===== src/rtl/red_pitaya_pfd_pkg.sv =====
// Shared types, default widths and helpers for the PFD frequency-measurement path.
package red_pitaya_pfd_pkg;

  localparam int DEF_SIGNALBITS = 14;
  localparam int DEF_GATEBITS   = 16;
  localparam int DEF_ACCBITS    = 32;

  typedef enum logic {
    IDLE = 1'b0,
    GATE = 1'b1
  } state_t;

  // Two's-complement add overflow: operands agree in sign, result does not.
  function automatic logic add_ovf(input logic a_sign, input logic b_sign, input logic r_sign);
    return (a_sign == b_sign) && (r_sign != a_sign);
  endfunction

endpackage


===== src/rtl/red_pitaya_pfd_wrapdiff.sv =====
// Combinational modular difference of two phase words; the result wraps and is read as signed.
module red_pitaya_pfd_wrapdiff
  import red_pitaya_pfd_pkg::*;
#(
  parameter int SIGNALBITS = DEF_SIGNALBITS
) (
  input  logic        [SIGNALBITS-1:0] minuend,
  input  logic        [SIGNALBITS-1:0] subtrahend,
  output logic signed [SIGNALBITS-1:0] diff
);

  assign diff = minuend - subtrahend;

endmodule


===== src/rtl/red_pitaya_pfd_freq_block.sv =====
// Gated phase-difference accumulator producing one frequency estimate per window.
// Optional build macro PFD_FREQ_SAT_EN: accumulator saturates instead of wrapping.
module red_pitaya_pfd_freq_block
  import red_pitaya_pfd_pkg::*;
#(
  parameter int SIGNALBITS = DEF_SIGNALBITS,
  parameter int GATEBITS   = DEF_GATEBITS,
  parameter int ACCBITS    = DEF_ACCBITS
) (
  input  logic                clk_i,
  input  logic                rst_i,
  input  logic                enable_i,
  input  logic [GATEBITS-1:0] gate_len_i,
  input  logic [SIGNALBITS-1:0] phase_i,
  output logic [ACCBITS-1:0]  freq_o,
  output logic                freq_valid_o,
  output logic                busy_o,
  output logic                ovf_o
);

  localparam logic [ACCBITS-1:0] ACC_MAX = {1'b0, {(ACCBITS-1){1'b1}}};
  localparam logic [ACCBITS-1:0] ACC_MIN = {1'b1, {(ACCBITS-1){1'b0}}};

  state_t                      state;
  logic        [SIGNALBITS-1:0] prev;
  logic        [GATEBITS-1:0]   len_q;
  logic        [GATEBITS-1:0]   cnt;
  logic signed [ACCBITS-1:0]    acc;
  logic                         ovf_acc;

  logic signed [SIGNALBITS-1:0] delta;
  logic signed [ACCBITS-1:0]    delta_ext;
  logic signed [ACCBITS-1:0]    sum_raw;
  logic signed [ACCBITS-1:0]    sum;
  logic                         step_ovf;
  logic        [GATEBITS-1:0]   gate_len_eff;
  logic                         last;

  red_pitaya_pfd_wrapdiff #(
    .SIGNALBITS(SIGNALBITS)
  ) u_wrapdiff (
    .minuend   (phase_i),
    .subtrahend(prev),
    .diff      (delta)
  );

  always_comb begin
    delta_ext    = {{(ACCBITS-SIGNALBITS){delta[SIGNALBITS-1]}}, delta};
    sum_raw      = acc + delta_ext;
    step_ovf     = add_ovf(acc[ACCBITS-1], delta_ext[ACCBITS-1], sum_raw[ACCBITS-1]);
`ifdef PFD_FREQ_SAT_EN
    // Clamp to the rail on the operand sign; a rail value only moves on a delta pointing away.
    if (step_ovf)
      sum = acc[ACCBITS-1] ? ACC_MIN : ACC_MAX;
    else
      sum = sum_raw;
`else
    sum = sum_raw;
`endif
    gate_len_eff = (gate_len_i == '0) ? GATEBITS'(1) : gate_len_i;
    last         = (cnt == len_q - GATEBITS'(1));
  end

  assign busy_o = (state == GATE);

  always_ff @(posedge clk_i or posedge rst_i) begin
    if (rst_i) begin
      state        <= IDLE;
      prev         <= '0;
      len_q        <= GATEBITS'(1);
      cnt          <= '0;
      acc          <= '0;
      ovf_acc      <= 1'b0;
      freq_o       <= '0;
      freq_valid_o <= 1'b0;
      ovf_o        <= 1'b0;
    end else begin
      freq_valid_o <= 1'b0;
      case (state)
        IDLE: begin
          if (enable_i) begin
            prev    <= phase_i;
            len_q   <= gate_len_eff;
            acc     <= '0;
            cnt     <= '0;
            ovf_acc <= 1'b0;
            state   <= GATE;
          end
        end
        GATE: begin
          if (last) begin
            // Final sample completes the gate even if enable drops on this edge.
            freq_o       <= sum;
            ovf_o        <= ovf_acc | step_ovf;
            freq_valid_o <= 1'b1;
            acc          <= '0;
            cnt          <= '0;
            ovf_acc      <= 1'b0;
            len_q        <= gate_len_eff;
            prev         <= phase_i;
            if (!enable_i)
              state <= IDLE;
          end else if (!enable_i) begin
            state <= IDLE;
          end else begin
            acc     <= sum;
            cnt     <= cnt + GATEBITS'(1);
            prev    <= phase_i;
            ovf_acc <= ovf_acc | step_ovf;
          end
        end
        default: state <= IDLE;
      endcase
    end
  end

endmodule

===== config.mk =====
export PLATFORM = sky130hd
export DESIGN_NAME = red_pitaya_pfd_freq_block
export DESIGN_NICKNAME = d
export VERILOG_FILES = /design/src/rtl/red_pitaya_pfd_pkg.sv /design/src/rtl/red_pitaya_pfd_wrapdiff.sv /design/src/rtl/red_pitaya_pfd_freq_block.sv
export SDC_FILE = /design/constraint.sdc
export NUM_CORES = 1
export LEC_CHECK = 0
export CAP_MARGIN = 20
export CORE_ASPECT_RATIO = 0.8
export CORE_MARGIN = 1
export CORE_UTILIZATION = 50
export DETAILED_ROUTE_END_ITERATION = 10
export GPL_TIMING_DRIVEN = 0
export PLACE_DENSITY_LB_ADDON = 0.3
export SYNTH_ARGS = -nofsm -noshare
export SYNTH_HDL_FRONTEND = slang
export SYNTH_SLANG_ARGS = --single-unit

===== constraint.sdc =====
create_clock -name clk_i -period 6.55 [get_ports clk_i]
set_clock_uncertainty 0.05 [all_clocks]
set_input_delay 0.9825 -clock clk_i [delete_from_list [all_inputs] [get_ports clk_i]]
set_output_delay 0.9825 -clock clk_i [all_outputs]
set_load 0.05 [all_outputs]

======== Word-level counts from Yosys, hierarchy flattened ========
Index checks and enable logic that the tools add are counted.
operators by class
  add/sub/neg operators ................... 4
  eq/ne operators ......................... 6
  mux-type cells .......................... 22
  bitwise operators ....................... 2
  reduce and logical (&&, ||, !) cells .... 5
operators by type and width
  kind                   number
  $mux 16                6
  $mux 32                3
  $pmux 16 s2            2
  $pmux 32 s2            1
  $add 32x14->32         1
  $mux 14                2
  $pmux 14 s2            1
  $add 16x1->16 const B  1
  $eq 16x16->1           1
  $logic_not 16->1       1
  $sub 16x1->16 const B  1
  $sub 14x14->14         1
  $mux 1                 6
  $reduce_and 2->1       3
  $ne 3x2->1 const B     1
  $ne 2x1->1 const B     1
  $ne 2x2->1 const B     1
  $pmux 1 s2             1
  $eq 1x1->1             1
  $logic_and 1x1->1      1
  $ne 1x1->1             1
  $not 1->1              1
  $or 1x1->1             1
word-level totals
  register bits ........................... 114
  input bits .............................. 33
  word-level logic and storage cells ...... 48

======== Longest topological paths before layout ========
Gate-level depths: netlist of the first run.
  depth in word-level cells ............... 8
  depth in mapped cells ................... 22

======== Modules after synthesis ========
A second synthesis of the first run with hierarchy kept.
unflattened totals
  cell total of the unflattened synthesis .. 788
  area total of the unflattened synthesis .. 7,280.7 um2
modules (own cells, without submodules)
  module                     instances  cells each  area each (um2)  sequential area each (um2)
  red_pitaya_pfd_freq_block  1          677         6,493.7          2,854.0
  red_pitaya_pfd_wrapdiff    1          111         787.0            0.0

======== Least setup slack after synthesis of the first run ========
No wires, ideal clock.
  path kind ............................... input port to flip-flop
  start ................................... input port phase_i[1]
  end ..................................... register freq_o[26]
  library setup time ...................... 0.128 ns
  arrival ................................. 5.185 ns
  data required time ...................... 6.372 ns
  slack ................................... 1.188 ns
  stages .................................. 18
  buffers on the path ..................... 0
  path through ............................ ha_1 > nor2b_1 > o31ai_1 > a211oi_1 > o31ai_1 > o21ai_0 > xnor2_1 > inv_1 > ha_1 > o21ai_0 > or3_1 > a211oi_1 > o311ai_0 > a21oi_1 > o41ai_1 > o21ai_0 > xor2_1 > mux2_1
on the way
  word-level cells in the longest chain between the ends .. 2
RTL lines
  item                    line                             text
  start: declaration      red_pitaya_pfd_freq_block.sv:14  input logic [SIGNALBITS-1:0] phase_i,
  $sub 14x14->14          red_pitaya_pfd_wrapdiff.sv:12    assign diff = minuend - subtrahend;
  $add 32x14->32          red_pitaya_pfd_freq_block.sv:49  sum_raw = acc + delta_ext;
  end signal: assignment  red_pitaya_pfd_freq_block.sv:93  freq_o <= sum;
  end: declaration        red_pitaya_pfd_freq_block.sv:15  output logic [ACCBITS-1:0] freq_o,
No other way between the ends.
A chain may end at the register's enable or synchronous reset.

======== Worst setup path after layout of the first run ========
  start ................................... input port phase_i[1]
  end ..................................... register ovf_o
on the way
  word-level cells in the longest chain between the ends .. 5
RTL lines
  item                    line                             text
  $sub 14x14->14 (*)      red_pitaya_pfd_wrapdiff.sv:12
  $add 32x14->32          red_pitaya_pfd_freq_block.sv:49
  $ne 1x1->1              red_pitaya_pfd_pkg.sv:15         return (a_sign == b_sign) && (r_sign != a_sign);
  $logic_and 1x1->1 (*)   red_pitaya_pfd_pkg.sv:15
  $or 1x1->1 (*)          red_pitaya_pfd_freq_block.sv:94  ovf_o <= ovf_acc | step_ovf;
  end signal: assignment  red_pitaya_pfd_freq_block.sv:94
  end: declaration        red_pitaya_pfd_freq_block.sv:18  output logic ovf_o
Every way passes the cells marked *; elsewhere a longest branch is shown, timed or not.

==> results of run 1 <==
==> power by group through the flow <==
stage | Combinational (uW) | Sequential, uW | Clock [uW]
after floorplan | 1110 | 905 | 0
after global placement | 1390 | 896 | 0
after detailed placement | 1450 | 900 | 0
after CTS | 1480 | 892 | 1030
after global routing | 1680 | 907 | 1060
final | 1530 | 893 | 1010
==> registers in the layout, indices dropped and copies added, names as in the netlist <==
register,cells
busy_o,1
cnt,16
freq_o,32
acc,32
len_q,16
ovf_acc,1
freq_valid_o,1
ovf_o,1
prev,14
==> cells in the mapped netlist (4+ instances only) <==
| library cell | n |
|---|---|
| mux2_1 | 38 |
| a22o_1 | 27 |
| o211ai_1 | 4 |
| nand4b_1 | 4 |
| xor2_1 | 17 |
| a211oi_1 | 5 |
| buf_4 | 4 |
| nor2b_1 | 10 |
| nor4_1 | 10 |
| o21ai_1 | 6 |
| mux2_2 | 8 |
| a21oi_1 | 45 |
| o21ai_0 | 26 |
| a31oi_1 | 7 |
| o21a_1 | 8 |
| nand3b_1 | 5 |
| nand3_1 | 18 |
| nand2b_1 | 6 |
| clkbuf_1 | 12 |
| and3_1 | 8 |
| a21o_1 | 14 |
| o2111ai_1 | 5 |
| or2_2 | 6 |
| ha_1 | 46 |
| inv_1 | 37 |
| or3_1 | 7 |
| nor3b_1 | 5 |
| xnor2_1 | 50 |
| nor2_1 | 39 |
| nand2_1 | 79 |
| nor3_1 | 21 |
| a21boi_0 | 5 |
| buf_2 | 11 |
| dfrtp_1 | 113 |
==> metal layers <==
layer  up-vias  global-route usage (%)
met5         -                       0
met4         0                    8.19
met3        23                    6.24
met2       172                    39.9
met1      2992                    36.1
li1       2940                       -
==> through the flow <==
stage / instances / total power, uW / hold WS (ns)
2_1_floorplan: 762 / 2020 / 0.404
3_3_place_gp: 1013 / 2290 / 0.406
3_5_place_dp: 1014 / 2350 / 0.409
4_1_cts: 1049 / 3400 / 0.420
5_1_grt: 1049 / 3650 / 0.443
6_report: 1049 / 3430 / 0.417
==> cell usage in the layout, fill, tap and decap left out, types with 25 or more instances in the layout <==
master           Yosys  final
ha_1                46     46
a21oi_1             45     45
clkdlybuf4s50_1      0     67
o21ai_0             26     25
mux2_1              38     38
xnor2_1             50     49
dfrtp_1            113    113
nor2_1              39     39
nand2_1             79     79
inv_1               37     35
a22o_1              27     27
==> path summary, 6_finish.rpt <==
path | to | slack (ns) | cells past startpoint
max in group asynchronous | acc[25]$_DFFE_PP0P_ | 4.72 | 3
min | freq_o[13]$_DFFE_PP0P_ | 0.42 | 2
max | ovf_o$_DFFE_PP0P_ | 0.29 | 20
max reg2reg | ovf_o$_DFFE_PP0P_ | 0.91 | 20
min in group asynchronous | prev[8]$_DFF_PP0_ | 0.99 | 2
min reg2reg | freq_o[13]$_DFFE_PP0P_ | 0.42 | 2
==> kinds of logic after synthesis <==
| family | after synthesis | synth area share [%] |
|---|---|---|
| simple gates | 239 | 16.7 |
| compound gates | 180 | 17.1 |
| flops | 114 | 38.7 |
| xor+xnor | 67 | 7.96 |
| buf+inv | 65 | 3.70 |
| mux | 49 | 7.43 |
| fa+ha+maj | 48 | 8.35 |
==> cell type report <==
type	count	area, sq um	share of cell area (%)
clock inverter	10	180	2.00
multi-input combinational	583	4280	47.5
tap	184	230	2.56
timing repair buffer	71	721	8.00
inverter	37	145	1.61
buffer	28	134	1.49
clock buffer	22	464	5.15
sequential	114	2850	31.7
==> tightest hold or removal path: cells and delay by family (launching register included) <==
| kind | cells | cell delay [ns] |
|---|---|---|
| DFF | 1 | 0.34 |
| and+or+nand+nor | 2 | 0.10 |
==> timing repair <==
| item | 4_1_cts | 5_1_grt |
|---|---|---|
| pin swaps | 0 | 0 |
| cloned | 0 | 0 |
| endpoints found under the setup margin | 7 | 14 |
| setup buffers | 3 | 0 |
| gates resized for setup | 2 | 6 |
==> flow_summary_export.csv, run 1 <==
group,metric,value,unit
outcome,outcome,"finished, final reports clean",
cts,path_clk_slew,0.05,ns
sta,period_share,95.6,%
cts,cts_tree,"built",
placement,place_area,8300,sq um
job,cap_violations,0,
sta,max_slew_margin,46.9,%
placement,dpl_worst_slack,-0.744,ns
synthesis,synth_edf_count,0,
critical_path,cp-end-kind,"register",
sta,setup_tns,0,ns
drt,routed-wl-met3,950,um
critical_path,startpoint,"phase_i[1]",
drt,ant_nets,0,
synthesis,synth_top_area_cell,"dfrtp_1",
finish,area_growth,22.2,%
finish,fin_util,62.8,%
pwr,power.share.combinational,44.5,%
cts,cts_inserted_buffers,17,
critical_path,r2r_start,"prev[1]$_DFF_PP0_",
pwr,p_clk_share,29.5,%
finish,antenna_cells,0,
pwr,p_int,2150,uW
die,die_w,138,um
critical_path,cp_slowest_cell,"clkdlybuf4s50_1",
global_routing,gr-usage-all-layers,26.0,%
synthesis,avgSynthCellArea,9.67,sq um
critical_path,path_class,"primary input to register",
sta,hold_violations,0,
critical_path,crit_path_cell_trace,"clkdlybuf4s50_1 > ha_1 > nor2b_1 > o31ai_1 > a211oi_1 > o31ai_1 > o21ai_0 > xnor2_2 > clkinvlp_4 > buf_4 > ha_1 > and3_1 > nand4_1 > nor3_1 > o211ai_1 > a21boi_0 > a21oi_1 > nor3b_1 > or3_1 > mux2_1",
synthesis,synth_top_area_share,38.4,%
drt,drt_iter0_markers,344,
die,coreArea,14300,sq um
die,die_area,15200,sq um
pwr,power_switching,1280,uW
global_routing,overflow,0,
synthesis,synth_fp_nets,843,
finish,drive_gt1_share,9.25,%
cts,clk_latency,0.42,ns
drt,viasPerCell,5.84,
synthesis,async_flop_share,100,%
critical_path,arrival,6.51,ns
synthesis,synth_area_leaders,"dfrtp_1, ha_1, xnor2_1",
critical_path,worstPathMaxFanout,11,
pwr,seqPwrFrac,26.0,%
synthesis,ys_types,68,
global_routing,grt_first_pass_wirelength,30800,um
synthesis,synth_warnings,0,
drt,top_layer,"met4",
global_routing,antenna_found_initial,0,
drt,drc,0,
sta,grt_setup_unrepaired,"no",
sta,setup_viol,0,
synthesis,yosysSeqAreaShare,38.7,%
drt,wire_per_inst,17.4,um
worst_hold_path,hold_path_class,"register to register",
critical_path,slowest_delay,0.47,ns
drt,routed-wl-met2,8390,um
pwr,netSwitchingFraction,37.4,%
finish,fill_cells,1172,
sta,tightest_slew,0.797,ns
die,die_h,111,um
pwr,p_per_area,381,nW/um^2
placement,post-dp-hpwl,13100,um
critical_path,path_buf_inv,3,
cts,cts_buffer_depth,2,
pwr,total_leakage_power,0.00392,uW
finish,fin_nets,933,
cts,cts_hold_buf,0,
die,pin_count,68,
cts,root_buffer,"clkbuf_16",
finish,final_cell_area,9010,sq um
cts,cts.sinks,114,
drt,wl_met1,8620,um
placement,portBuffers,67,
global_routing,first_global_vias,6215,
die,num_rows,39,
synthesis,netlist_area,7370,sq um
cts,cts_max_level,4,
drt,vias,6127,
critical_path,crit_family,"compound AO/OA/AOI/OAI gates",
worst_hold_path,hp-start,"freq_o[13]$_DFFE_PP0P_",
drt,dr.pass1.iters,5,
synthesis,synthCells,762,
synthesis,synthFlopType,"dfrtp_1",
synthesis,synth-seq-cells,114,
sta,layout_setup_ws,0.287,ns
placement,routabilityCongestion,0.907,
critical_path,crit_required,6.80,ns
drt,totalWireLength,18200,um
sta,fmax,0.160,GHz
pwr,ir_drop,0.242,mV
sta,period_needed,6.26,ns
critical_path,worst_setup_path_start_kind,"primary input",
die,start_util,51.4,%
global_routing,grt_max_degree,61,
sta,drv_slew,0,
Note: power is estimated with default switching activity, not from simulation.
==> run 2: changes to the inputs <==
CORE_MARGIN = 2   (was 1)
SYNTH_HIERARCHICAL = 1   (was unset)
TNS_END_PERCENT = 30   (was unset)
==> run 2 against run 1 <==
Against the previous run: non-clock buffer count fell by 5; critical endpoint is now freq_o[31]$_DFFE_PP0P_; final cell count rose by 2.3%; register-to-register slack improved by 0.53 ns; cell area fell by 1.5%; largest power group unchanged; count of clock-buffer cells in the layout rose by 1; utilization fell by 0.49 points; combinational power fell by 6%; sequential share of layout area rose by 0.47 points.
==> flow_summary_export.csv, run 2 <==
group,metric,value,unit
sta,period_needed,5.75,ns
synthesis,synth_edf_count,0,
job,cap_violations,0,
placement,routabilityCongestion,0.899,
critical_path,slowest_delay,0.50,ns
cts,cts_hold_buf,0,
synthesis,synthTopCellsByCount,"nand2_1, dfrtp_1, ha_1",
global_routing,grt_max_degree,91,
die,die_area,15500,sq um
finish,drive_gt1_share,9.34,%
critical_path,reg2reg_slack,1.44,ns
critical_path,worst_setup_path_start_kind,"primary input",
drt,totalWireLength,17500,um
global_routing,overflow,0,
cts,cts_inserted_buffers,17,
cts,cts_tree,"built",
synthesis,synth_top_area_share,38.8,%
synthesis,synth_top_family_by_area,"compound AO/OA/AOI/OAI gates",
synthesis,yosysSeqAreaShare,39.2,%
synthesis,async_flop_share,100,%
synthesis,synth-seq-cells,114,
placement,post-dp-hpwl,12500,um
worst_hold_path,whs_endpoint,"freq_o[12]$_DFFE_PP0P_",
finish,multiInputGateArea,4200,sq um
sta,drv_slew,0,
pwr,total_leakage_power,0.00399,uW
synthesis,yosysMostFrequentCell,"nand2_1",
pwr,power,3360,uW
synthesis,synthFlopType,"dfrtp_1",
synthesis,synthMuxAreaShare,4.02,%
critical_path,arrival,6.00,ns
finish,fin_util,62.3,%
drt,dr.pass1.iters,5,
finish,fin_nets,957,
critical_path,startpoint,"phase_i[8]",
sta,hold_violations,0,
worst_hold_path,hold_path_class,"register to register",
synthesis,synth_top_area_cell,"dfrtp_1",
die,num_rows,39,
drt,viasPerCell,5.76,
synthesis,synth_area_leaders,"dfrtp_1, ha_1, nand2_1",
global_routing,first_global_vias,5909,
global_routing,antenna_found_initial,0,
sta,period_share,87.7,%
cts,cts_buffer_depth,2,
critical_path,reg2regPathDepth,19,
synthesis,synth_warnings,6,
sta,setup_viol,0,
critical_path,path_buf_inv,2,
critical_path,cp-end-kind,"register",
sta,grt_setup_unrepaired,"no",
drt,wire_per_inst,16.3,um
finish,fill_cells,1197,
placement,place_area,8240,sq um
cts,root_buffer,"clkbuf_16",
synthesis,netlist_area,7280,sq um
cts,cts_resized,0,
cts,clk_latency,0.43,ns
die,pin_count,68,
critical_path,critPathMostFrequentCell,"o21ai_0",
critical_path,crit_path_cell_trace,"clkdlybuf4s50_1 > ha_1 > a21oi_1 > o21ai_0 > a311oi_1 > o21ai_0 > xnor2_2 > buf_8 > ha_1 > and3_1 > nand4_1 > or3_1 > or2_2 > o211ai_1 > nor4_1 > nor3_1 > xnor2_1 > xor2_1 > o21ai_0",
critical_path,r2r-end,"freq_o[31]$_DFFE_PP0P_",
cts,path_clk_slew,0.05,ns
outcome,outcome,"finished, final reports clean",
drt,drc,0,
critical_path,cp_slowest_cell,"xnor2_2",
finish,final_cell_mix,"nand2_1, dfrtp_1, clkdlybuf4s50_1",
critical_path,path_class,"primary input to register",
synthesis,synth_fp_nets,869,
synthesis,synthCells,788,
critical_path,worstPathMaxFanout,15,
finish,final_common_cell,"nand2_1",
sta,fmax,0.174,GHz
drt,ant_nets,0,
finish,final_cells,1073,
cts,cts_max_level,4,
sta,setup_tns,0,ns
synthesis,synth_adder_area_share,8.46,%
die,die_w,139,um
pwr,p_per_area,378,nW/um^2
finish,antenna_cells,0,
critical_path,crit_family,"simple AND/OR/NAND/NOR gates",
placement,dp_cells,1041,
finish,top_regs,"acc (32), freq_o (32)",
cts,cts_setup_buffers,0,
synthesis,synth_compound_area_share,18.7,%
pwr,ir_drop,0.264,mV
worst_hold_path,hp-start,"freq_o[12]$_DFFE_PP0P_",
global_routing,gr-usage-all-layers,23.5,%
critical_path,crit_required,6.80,ns
synthesis,avgSynthCellArea,9.24,sq um
finish,area_growth,21.9,%
die,start_util,51.1,%
drt,drt_iter0_markers,382,
worst_hold_path,hold_depth,2,
finish,final_cell_area,8880,sq um
placement,portBuffers,67,
critical_path,r2r_start,"prev[8]$_DFF_PP0_",
synthesis,ys_types,64,
cts,cts.sinks,114,
sta,max_slew_margin,49.0,%
sta,tightest_slew,0.760,ns
global_routing,grt_first_pass_wirelength,29600,um
synthesis,synthSimpleGateAreaFrac,18.3,%
synthesis,post_synth_xor_area_fraction,8.18,%
drt,vias,6177,
die,die_h,112,um
die,coreArea,14200,sq um
finish,ff_latch_area,2850,sq um
run 2: metal layers:
layer	wire, um	GRT usage, %
met4	252	7.88
met3	751	4.52
met5	0	0
met1	8830	34.7
met2	7700	35.0
run 2: final cells by class:
type | count | area share, %
Clock buffer | 23 | 5.50
Timing Repair Buffer | 69 | 8.03
Multi-Input combinational cell | 617 | 47.3
Sequential cell | 114 | 32.2
Tap cell | 184 | 2.59
Clock inverter | 9 | 1.71
Inverter | 32 | 1.41
Buffer | 25 | 1.30
run 2: worst max path at each step:
stage,endpoint,depth (start not counted)
floorplan,acc[31]$_DFFE_PP0P_,17
global placement,freq_o[31]$_DFFE_PP0P_,18
detailed placement,freq_o[31]$_DFFE_PP0P_,19
CTS,freq_o[31]$_DFFE_PP0P_,19
global route,freq_o[31]$_DFFE_PP0P_,19
finish,freq_o[31]$_DFFE_PP0P_,19
run 2: cells by family after synthesis:
logic type	count (synthesis)
AO/OA/AOI/OAI	193
XOR/XNOR	68
adder cells (fa/ha/maj)	48
buffers and inverters	57
flip-flops	114
multiplexers	26
AND/OR/NAND/NOR	282
run 2: tightest hold or removal path: cells and delay by family (launching register included):
kind             cells  cell delay, ns
flip-flops           1            0.34
AND/OR/NAND/NOR      2            0.10
run 2: metrics by stage:
stage               setup slack (ns)  hold WS [ns]
floorplan                       1.13         0.389
global placement              -0.588         0.401
detailed placement             0.386         0.408
CTS                            0.788         0.422
global route                   0.296         0.447
finish                         0.805         0.418
run 2: report_power, final:
part | internal, uW | switching, uW
clock | 675 | 329
sequential | 818 | 91.6
combinational | 607 | 836
total | 2100 | 1260
